### src/rtl/uart_pkg.sv
// Shared definitions for the uart register map, the ASCII control characters
// recognised by the hex loader, and the loader FSM state encoding.
package uart_pkg;

  localparam logic [3:0] REG_TX_RDY = 4'd0;
  localparam logic [3:0] REG_TX_DAT = 4'd1;
  localparam logic [3:0] REG_RX_RDY = 4'd2;
  localparam logic [3:0] REG_RX_DAT = 4'd3;

  localparam logic [7:0] ASCII_SP    = 8'h20;
  localparam logic [7:0] ASCII_CR    = 8'h0D;
  localparam logic [7:0] ASCII_LF    = 8'h0A;
  localparam logic [7:0] ASCII_COMMA = 8'h2C;
  localparam logic [7:0] ASCII_AT    = 8'h40;
  localparam logic [7:0] ASCII_DOT   = 8'h2E;

  typedef enum logic [3:0] {
    ST_IDLE,
    ST_RX_POLL,
    ST_RX_CHK,
    ST_RX_READ,
    ST_RX_CAP,
    ST_PARSE,
    ST_TX_POLL,
    ST_TX_CHK,
    ST_TX_PUT,
    ST_DONE
  } state_e;

  function automatic logic is_sep(input logic [7:0] c);
    return (c == ASCII_SP) || (c == ASCII_CR) || (c == ASCII_LF) || (c == ASCII_COMMA);
  endfunction

endpackage

### src/rtl/hex_digit.sv
// Combinational ASCII hex digit decoder: 0-9, a-f, A-F map to a nibble with
// o_vld set; every other character gives o_vld=0 and a zero nibble.
module hex_digit (
  input  logic [7:0] i_ch,
  output logic       o_vld,
  output logic [3:0] o_nib
);

  logic [7:0] diff;

  always_comb begin
    o_vld = 1'b0;
    diff  = 8'h00;
    if (i_ch >= 8'h30 && i_ch <= 8'h39) begin
      o_vld = 1'b1;
      diff  = i_ch - 8'h30;
    end else if (i_ch >= 8'h61 && i_ch <= 8'h66) begin
      o_vld = 1'b1;
      diff  = i_ch - 8'h57;
    end else if (i_ch >= 8'h41 && i_ch <= 8'h46) begin
      o_vld = 1'b1;
      diff  = i_ch - 8'h37;
    end
    o_nib = diff[3:0];
  end

endmodule

### src/rtl/uart_hex_loader.sv
// Polls a uart register interface for ASCII hex, echoes accepted characters and
// writes assembled words to a sequential memory port until a '.' is received.
module uart_hex_loader
  import uart_pkg::*;
#(
  parameter int DATA_SZ = 16,
  parameter int ADDR_SZ = 8
) (
  input  logic               i_clk,
  input  logic               i_rst_n,
  input  logic               i_start,
  output logic               o_en,
  output logic               o_wr,
  output logic [3:0]         o_addr,
  output logic [7:0]         o_data,
  input  logic [7:0]         i_data,
  output logic               o_mem_wr,
  output logic [ADDR_SZ-1:0] o_mem_addr,
  output logic [DATA_SZ-1:0] o_mem_data,
  output logic               o_busy,
  output logic               o_done,
  output logic               o_err
);

  localparam int NDIG  = DATA_SZ / 4;
  localparam int CNT_W = $clog2(NDIG + 1);

  state_e             state_q, state_d;
  logic [DATA_SZ-1:0] acc_q, acc_d;
  logic [ADDR_SZ-1:0] addr_q, addr_d;
  logic [CNT_W-1:0]   cnt_q, cnt_d;
  logic [7:0]         ch_q, ch_d;
  logic               dot_q, dot_d;
  logic               err_q, err_d;

  logic               mem_wr_q, mem_wr_d;
  logic [ADDR_SZ-1:0] mem_addr_q, mem_addr_d;
  logic [DATA_SZ-1:0] mem_data_q, mem_data_d;

  logic               en_q, en_d;
  logic               wr_q, wr_d;
  logic [3:0]         rsel_q, rsel_d;
  logic [7:0]         wdat_q, wdat_d;
  logic               busy_q, busy_d;
  logic               done_q, done_d;

  logic               hex_vld;
  logic [3:0]         hex_nib;

  hex_digit u_hex_digit (
    .i_ch  (ch_q),
    .o_vld (hex_vld),
    .o_nib (hex_nib)
  );

  always_comb begin
    state_d    = state_q;
    acc_d      = acc_q;
    addr_d     = addr_q;
    cnt_d      = cnt_q;
    ch_d       = ch_q;
    dot_d      = dot_q;
    err_d      = err_q;
    mem_wr_d   = 1'b0;
    mem_addr_d = mem_addr_q;
    mem_data_d = mem_data_q;

    unique case (state_q)
      ST_IDLE, ST_DONE: begin
        if (i_start) begin
          acc_d   = '0;
          addr_d  = '0;
          cnt_d   = '0;
          err_d   = 1'b0;
          dot_d   = 1'b0;
          state_d = ST_RX_POLL;
        end
      end
      ST_RX_POLL: state_d = ST_RX_CHK;
      ST_RX_CHK:  state_d = (i_data != 8'h00) ? ST_RX_READ : ST_RX_POLL;
      ST_RX_READ: state_d = ST_RX_CAP;
      ST_RX_CAP: begin
        ch_d    = i_data;
        state_d = ST_PARSE;
      end
      ST_PARSE: begin
        state_d = ST_TX_POLL;
        if (hex_vld) begin
          // Digits beyond the word width shift the oldest nibble out.
          acc_d = {acc_q[DATA_SZ-5:0], hex_nib};
          if (cnt_q != CNT_W'(NDIG)) begin
            cnt_d = cnt_q + 1'b1;
          end
        end else if (is_sep(ch_q) || ch_q == ASCII_DOT) begin
          if (cnt_q != '0) begin
            mem_wr_d   = 1'b1;
            mem_addr_d = addr_q;
            mem_data_d = acc_q;
            addr_d     = addr_q + 1'b1;
          end
          acc_d = '0;
          cnt_d = '0;
          if (ch_q == ASCII_DOT) begin
            dot_d = 1'b1;
          end
        end else if (ch_q == ASCII_AT) begin
          if (cnt_q != '0) begin
            addr_d = acc_q[ADDR_SZ-1:0];
          end
          acc_d = '0;
          cnt_d = '0;
        end else begin
          err_d   = 1'b1;
          state_d = ST_RX_POLL;
        end
      end
      ST_TX_POLL: state_d = ST_TX_CHK;
      ST_TX_CHK:  state_d = (i_data != 8'h00) ? ST_TX_PUT : ST_TX_POLL;
      ST_TX_PUT:  state_d = dot_q ? ST_DONE : ST_RX_POLL;
      default:    state_d = ST_IDLE;
    endcase
  end

  // Bus strobes are decoded from the next state so they are registered and
  // line up with the cycle the FSM spends in the access state.
  always_comb begin
    en_d   = 1'b0;
    wr_d   = 1'b0;
    rsel_d = REG_TX_RDY;
    wdat_d = 8'h00;
    case (state_d)
      ST_RX_POLL: begin
        en_d   = 1'b1;
        rsel_d = REG_RX_RDY;
      end
      ST_RX_READ: begin
        en_d   = 1'b1;
        rsel_d = REG_RX_DAT;
      end
      ST_TX_POLL: begin
        en_d   = 1'b1;
        rsel_d = REG_TX_RDY;
      end
      ST_TX_PUT: begin
        en_d   = 1'b1;
        wr_d   = 1'b1;
        rsel_d = REG_TX_DAT;
        wdat_d = ch_q;
      end
      default: ;
    endcase
    busy_d = (state_d != ST_IDLE) && (state_d != ST_DONE);
    done_d = (state_d == ST_DONE);
  end

  always_ff @(posedge i_clk or negedge i_rst_n) begin
    if (!i_rst_n) begin
      state_q    <= ST_IDLE;
      acc_q      <= '0;
      addr_q     <= '0;
      cnt_q      <= '0;
      ch_q       <= 8'h00;
      dot_q      <= 1'b0;
      err_q      <= 1'b0;
      mem_wr_q   <= 1'b0;
      mem_addr_q <= '0;
      mem_data_q <= '0;
      en_q       <= 1'b0;
      wr_q       <= 1'b0;
      rsel_q     <= 4'd0;
      wdat_q     <= 8'h00;
      busy_q     <= 1'b0;
      done_q     <= 1'b0;
    end else begin
      state_q    <= state_d;
      acc_q      <= acc_d;
      addr_q     <= addr_d;
      cnt_q      <= cnt_d;
      ch_q       <= ch_d;
      dot_q      <= dot_d;
      err_q      <= err_d;
      mem_wr_q   <= mem_wr_d;
      mem_addr_q <= mem_addr_d;
      mem_data_q <= mem_data_d;
      en_q       <= en_d;
      wr_q       <= wr_d;
      rsel_q     <= rsel_d;
      wdat_q     <= wdat_d;
      busy_q     <= busy_d;
      done_q     <= done_d;
    end
  end

  assign o_en       = en_q;
  assign o_wr       = wr_q;
  assign o_addr     = rsel_q;
  assign o_data     = wdat_q;
  assign o_mem_wr   = mem_wr_q;
  assign o_mem_addr = mem_addr_q;
  assign o_mem_data = mem_data_q;
  assign o_busy     = busy_q;
  assign o_done     = done_q;
  assign o_err      = err_q;

endmodule
### config.mk
export PLATFORM = sky130hd
export DESIGN_NAME = uart_hex_loader
export DESIGN_NICKNAME = d
export VERILOG_FILES = /design/src/rtl/uart_pkg.sv /design/src/rtl/hex_digit.sv /design/src/rtl/uart_hex_loader.sv
export SDC_FILE = /design/constraint.sdc
export NUM_CORES = 1
export LEC_CHECK = 0
export BUFFER_PORTS_ARGS = -buffer_cell sky130_fd_sc_hd__buf_4
export CORE_ASPECT_RATIO = 1.1
export CORE_MARGIN = 10
export CORE_UTILIZATION = 40
export DETAILED_ROUTE_END_ITERATION = 16
export PLACE_DENSITY = 0.59
export SKIP_LAST_GASP = 1
export SLEW_MARGIN = 20
export SYNTH_ARGS = -nofsm -noshare
export SYNTH_HDL_FRONTEND = slang
export SYNTH_HIERARCHICAL = 1
export SYNTH_SLANG_ARGS = --single-unit
### constraint.sdc
create_clock -name i_clk -period 3.6 [get_ports i_clk]
set_input_delay 0.72 -clock i_clk [delete_from_list [all_inputs] [get_ports i_clk]]
set_output_delay 0.72 -clock i_clk [all_outputs]
set_load 0.02 [all_outputs]
# Yosys cells after proc, flatten, opt, wreduce, memory -nomap -nowiden
# Cells that the tools add are included.
# W data, S select, Z words.
# classes
n_addsub	5
bitwise_logic	1
n_eq_ne	32
n_mux	49
n_lt_le_gt_ge	6
reduce_logical	21
# op_table
op	count
$mux W16	4
$mux W8	7
$pmux W4 S9	1
$pmux W16 S2	1
$eq A8 B6 Y1 const B	3
$mux W3	8
$mux W4	6
$eq A4 B3 Y1 const B	5
$eq A4 B4 Y1 const B	4
$eq A8 B4 Y1 const B	2
$ge A8 B7 Y1 const B	2
$le A8 B7 Y1 const B	2
$mux W1	16
$pmux W8 S2	1
$reduce_and A5 Y1	3
$ne A2 B2 Y1 const B	7
$eq A4 B2 Y1 const B	3
$ne A3 B3 Y1 const B	3
$add A8 B1 Y8 const B	1
$eq A4 B1 Y1 const B	2
$eq A8 B7 Y1 const B	1
$ge A8 B6 Y1 const B	1
$le A8 B6 Y1 const B	1
$ne A4 B4 Y1 const B	2
other kinds (19)	28
# word_totals
ff_bits	82
output_inout_bits	42

# Logic depth before layout (Yosys ltp)
# depth
word_depth	11
ltp_mapped	11
ltp_nobuf	11

# By module
# The synthesis kept the hierarchy.
# by_module_without_submodules
mod	seq_area_each_um2	area_per_inst_um2	n_inst	cells_per_inst
uart_hex_loader	2001.9	3609.7	1	296
hex_digit	0.0	192.7	1	25

# Worst setup path before layout
# Ideal clock, no wire load.
# synth_path
kind	register to register
startpoint	reg ch_q[0]
endpoint	reg addr_q[6]
slack_ns	0.997
setup_time_ns	0.135
path_buffers	0
arrival_time_ns	2.468
required_time_ns	3.465
stages_incl_launch_ff	11
period_less_slack_ns	2.603
cell_sequence	dfrtp_1 ha_1 nor3b_1 a311oi_2 or2_1 nor3b_1 o21ai_0 a21oi_1 o311ai_1 a21oi_1 o22ai_1
# synth_via
elab_cells_between_ends	28
# synth_rtl
item	line	rtl
start: declaration	uart_hex_loader.sv:32	logic [7:0] ch_q, ch_d;
start signal: assignment	uart_hex_loader.sv:179	ch_q <= ch_d;
$ge A8 B7 Y1 / $le A8 B7 Y1 (equally long branches)	hex_digit.sv:20	end else if (i_ch >= 8'h41 && i_ch <= 8'h46) begin
$logic_and A1 B1 Y1	hex_digit.sv:20	
$mux W1	hex_digit.sv:20	
$mux W1	hex_digit.sv:17	end else if (i_ch >= 8'h61 && i_ch <= 8'h66) begin
$mux W1 (*)	hex_digit.sv:14	if (i_ch >= 8'h30 && i_ch <= 8'h39) begin
via hex_vld	uart_hex_loader.sv:47	logic hex_vld;
$ne A2 B2 Y1 (no line) (*)	-	
$reduce_and A5 Y1 (no line) (*)	-	
end signal: assignment	uart_hex_loader.sv:177	addr_q <= addr_d;
end: declaration	uart_hex_loader.sv:30	logic [ADDR_SZ-1:0] addr_q, addr_d;
# Mark *: on every way through the listed nets, which the timed path passes. The rest lies on a longest branch. The select of a mux whose other input is x is not followed.
# A chain may end at the register's enable or synchronous reset.

# Worst setup path after layout
# layout_path
startpoint	reg ch_q[1]
endpoint	reg addr_q[0]
# The elaborated chain is that of the path after synthesis.

==> results.tsv <==
metric	value	unit
path_class	reg2reg	
pre_cts_slack	539	ps
maxCapViolations	0	
final_layout_size_suffix_gt1_share	27.4	%
htreeDepth	3	
syn_inst	321	
dieArea	13800	sq um
io_buffers	50	
grt_pass1_vias	2636	
yosysUniqueCellTypes	64	
ir_worst_vdd	0.304	mV
max_freq	0.318	GHz
grt_max_degree	81	
num-fill-cells	846	
wl_per_cell	16.9	microns
r2r-start	ch_q[1]	
clk_path_buf_depth	2	
wl	8.32	mm
design.core.area	9310	sq um
yosysSeqAreaShare	52.6	%
end_kind	register	
synth_top_area_share	52.6	%
rr_worst_depth	11	
yosysTopAreaCell	dfrtp_1	
dp_cells	477	
grt_use_total	12.3	%
die_h	122	microns
vias	2647	
synthTopCellsByArea	dfrtp_1, mux2_4, a22o_1	
clock_skew	7.45	ps
rr_endpoint	addr_q[0]	
worst-path-max-fanout	11	
fp-row-count	37	
initial_core_util	40.9	%
r2r_slack	450	ps
routabilityCongestion	0.809	
synth-seq-cells	80	
total_power	0.00274	W
num_antenna_cells	0	
synth_edf_count	0	
final_nets	388	
cts_root_buf	clkbuf_8	
cts_num_sinks	80	
cp.required	3870	ps
layout_setup_ws	451	ps
fin_crit	3150	ps
start_kind	register	
antenna_found_initial	0	
hp-class	in2async	
rsz0062_at_grt	false	
fin_setup_tns	0	ps
via_per_inst	5.37	
mostFrequentLayoutCells	dfrtp_1, buf_4, a21oi_1	
final_common_cell	dfrtp_1	
slew_headroom	34.4	%
cts_tree	done	
syn_to_final_growth	17.6	%
syn_area	3800	sq um
ys_async_sr_fraction	100	%
hold_viol	0	
drtAntennaViolNets	0	
worst_slew_pin_slew	984	ps
io_pins	53	
fin_crit_sh	87.5	%
grt_first_pass_wirelength	13.8	mm
die_x	113	microns
cts_setup_buffers	0	
ys.flop_type	dfrtp_1	
power_leakage	2.18	nW
avgSynthCellArea	11.8	sq um
pwr_density_cell	613	nW/um^2
status	finished, final reports clean	
yosys_warnings	6	
first_pass_iters	5	
cts.clk_slew.worst_paths	90	ps
final_cells	493	
slew_violations	0	
overflow	0	
final_util	48.1	%
drc_errors	0	
ctsResizeCount	0	
initialDrtViolationCount	122	
setup_violations	0	
worstPathArrival	3420	ps
hold_buffers	0	
dp_hpwl	5.87	mm
insertion_delay	350	ps
cts_buffers	9	
-- cell usage after synthesis (all sizes together) (5+ instances only) --
| master | instances |
|---|---|
| inv | 13 |
| nor3b | 7 |
| nor3 | 6 |
| clkbuf | 6 |
| nand2b | 7 |
| a22o | 17 |
| o21ai | 17 |
| a21oi | 18 |
| nor2 | 10 |
| nor2b | 8 |
| buf | 8 |
| ha | 6 |
| mux2 | 28 |
| and2 | 10 |
| dfrtp | 80 |
| or2 | 5 |
| nand2 | 18 |
-- cells by family (layout without fill, tap and decap cells) --
| logic type | after synthesis | in the layout | synth area share [%] |
|---|---|---|---|
| multiplexers | 30 | 30 | 10.3 |
| flip-flops | 80 | 80 | 52.6 |
| adder cells (fa/ha/maj) | 6 | 6 | 1.97 |
| other | 1 | 2 | 0.0986 |
| AO/OA/AOI/OAI | 82 | 82 | 15.9 |
| XOR/XNOR | 2 | 2 | 0.461 |
| buffers and inverters | 27 | 81 | 3.62 |
| AND/OR/NAND/NOR | 93 | 93 | 15.0 |
-- sequential cells by signal, indices dropped and copies added, names as in the netlist --
signal,count
acc_q,16
addr_q,8
ch_q,8
cnt_q,3
dot_q,1
o_addr,2
o_busy,1
o_data,8
o_done,1
o_en,1
o_err,1
o_mem_addr,8
o_mem_data,16
o_mem_wr,1
o_wr,1
state_q,4
-- worst max path at each step --
stage | from | to | slack [ps] | cells past startpoint
floorplan | ch_q[0] | addr_q[6] | 1000 | 10
global placement | ch_q[0] | addr_q[5] | 710 | 11
detailed placement | ch_q[0] | addr_q[4] | 540 | 11
CTS | ch_q[0] | addr_q[0] | 500 | 11
global route | ch_q[1] | addr_q[7] | 140 | 11
finish | ch_q[1] | addr_q[0] | 450 | 11
-- power by group --
part	internal [W]	switching (W)	total, W	leakage, nW
Clock	0.000336	0.000366	0.000702	0.104
Combinational	0.000362	0.000473	0.000836	0.992
Sequential	0.00101	0.000194	0.00120	1.09
-- layout make-up --
class	instances	area (sq um)	area share [%]
Multi-Input combinational cell	215	1670	37.4
Sequential cell	80	2000	44.8
Inverter	13	48.8	1.09
Tap cell	117	146	3.27
Timing Repair Buffer	52	394	8.81
Clock inverter	7	86.3	1.93
Clock buffer	9	124	2.77
-- metrics by stage --
stage | hold slack [ps] | cell area [sq um]
final | 403 | 4470
after global routing | 441 | 4470
after CTS | 505 | 4460
after detailed placement | 481 | 4250
after global placement | 475 | 4250
after floorplan | 424 | 3810
-- worst max-delay path, stage by stage (launching register included) --
cell and delay (ps):
dfrtp_1 530, inv_1 110, ha_1 220, nor3b_1 350
a311oi_2 100, or2_1 360, nor3b_1 200, o21ai_0 100
a21oi_1 420, o311a_1 360, o221ai_1 140, o21ai_0 170
-- per-layer routing --
metal,share of wire [%],up-vias,global-route usage [%]
li1,-,1267,-
met1,45,1301,15.1
met2,48,66,19.5
met3,5.1,13,4.05
met4,1.9,0,5.08
met5,0,-,0
Note: power is estimated with default switching activity, not from simulation.
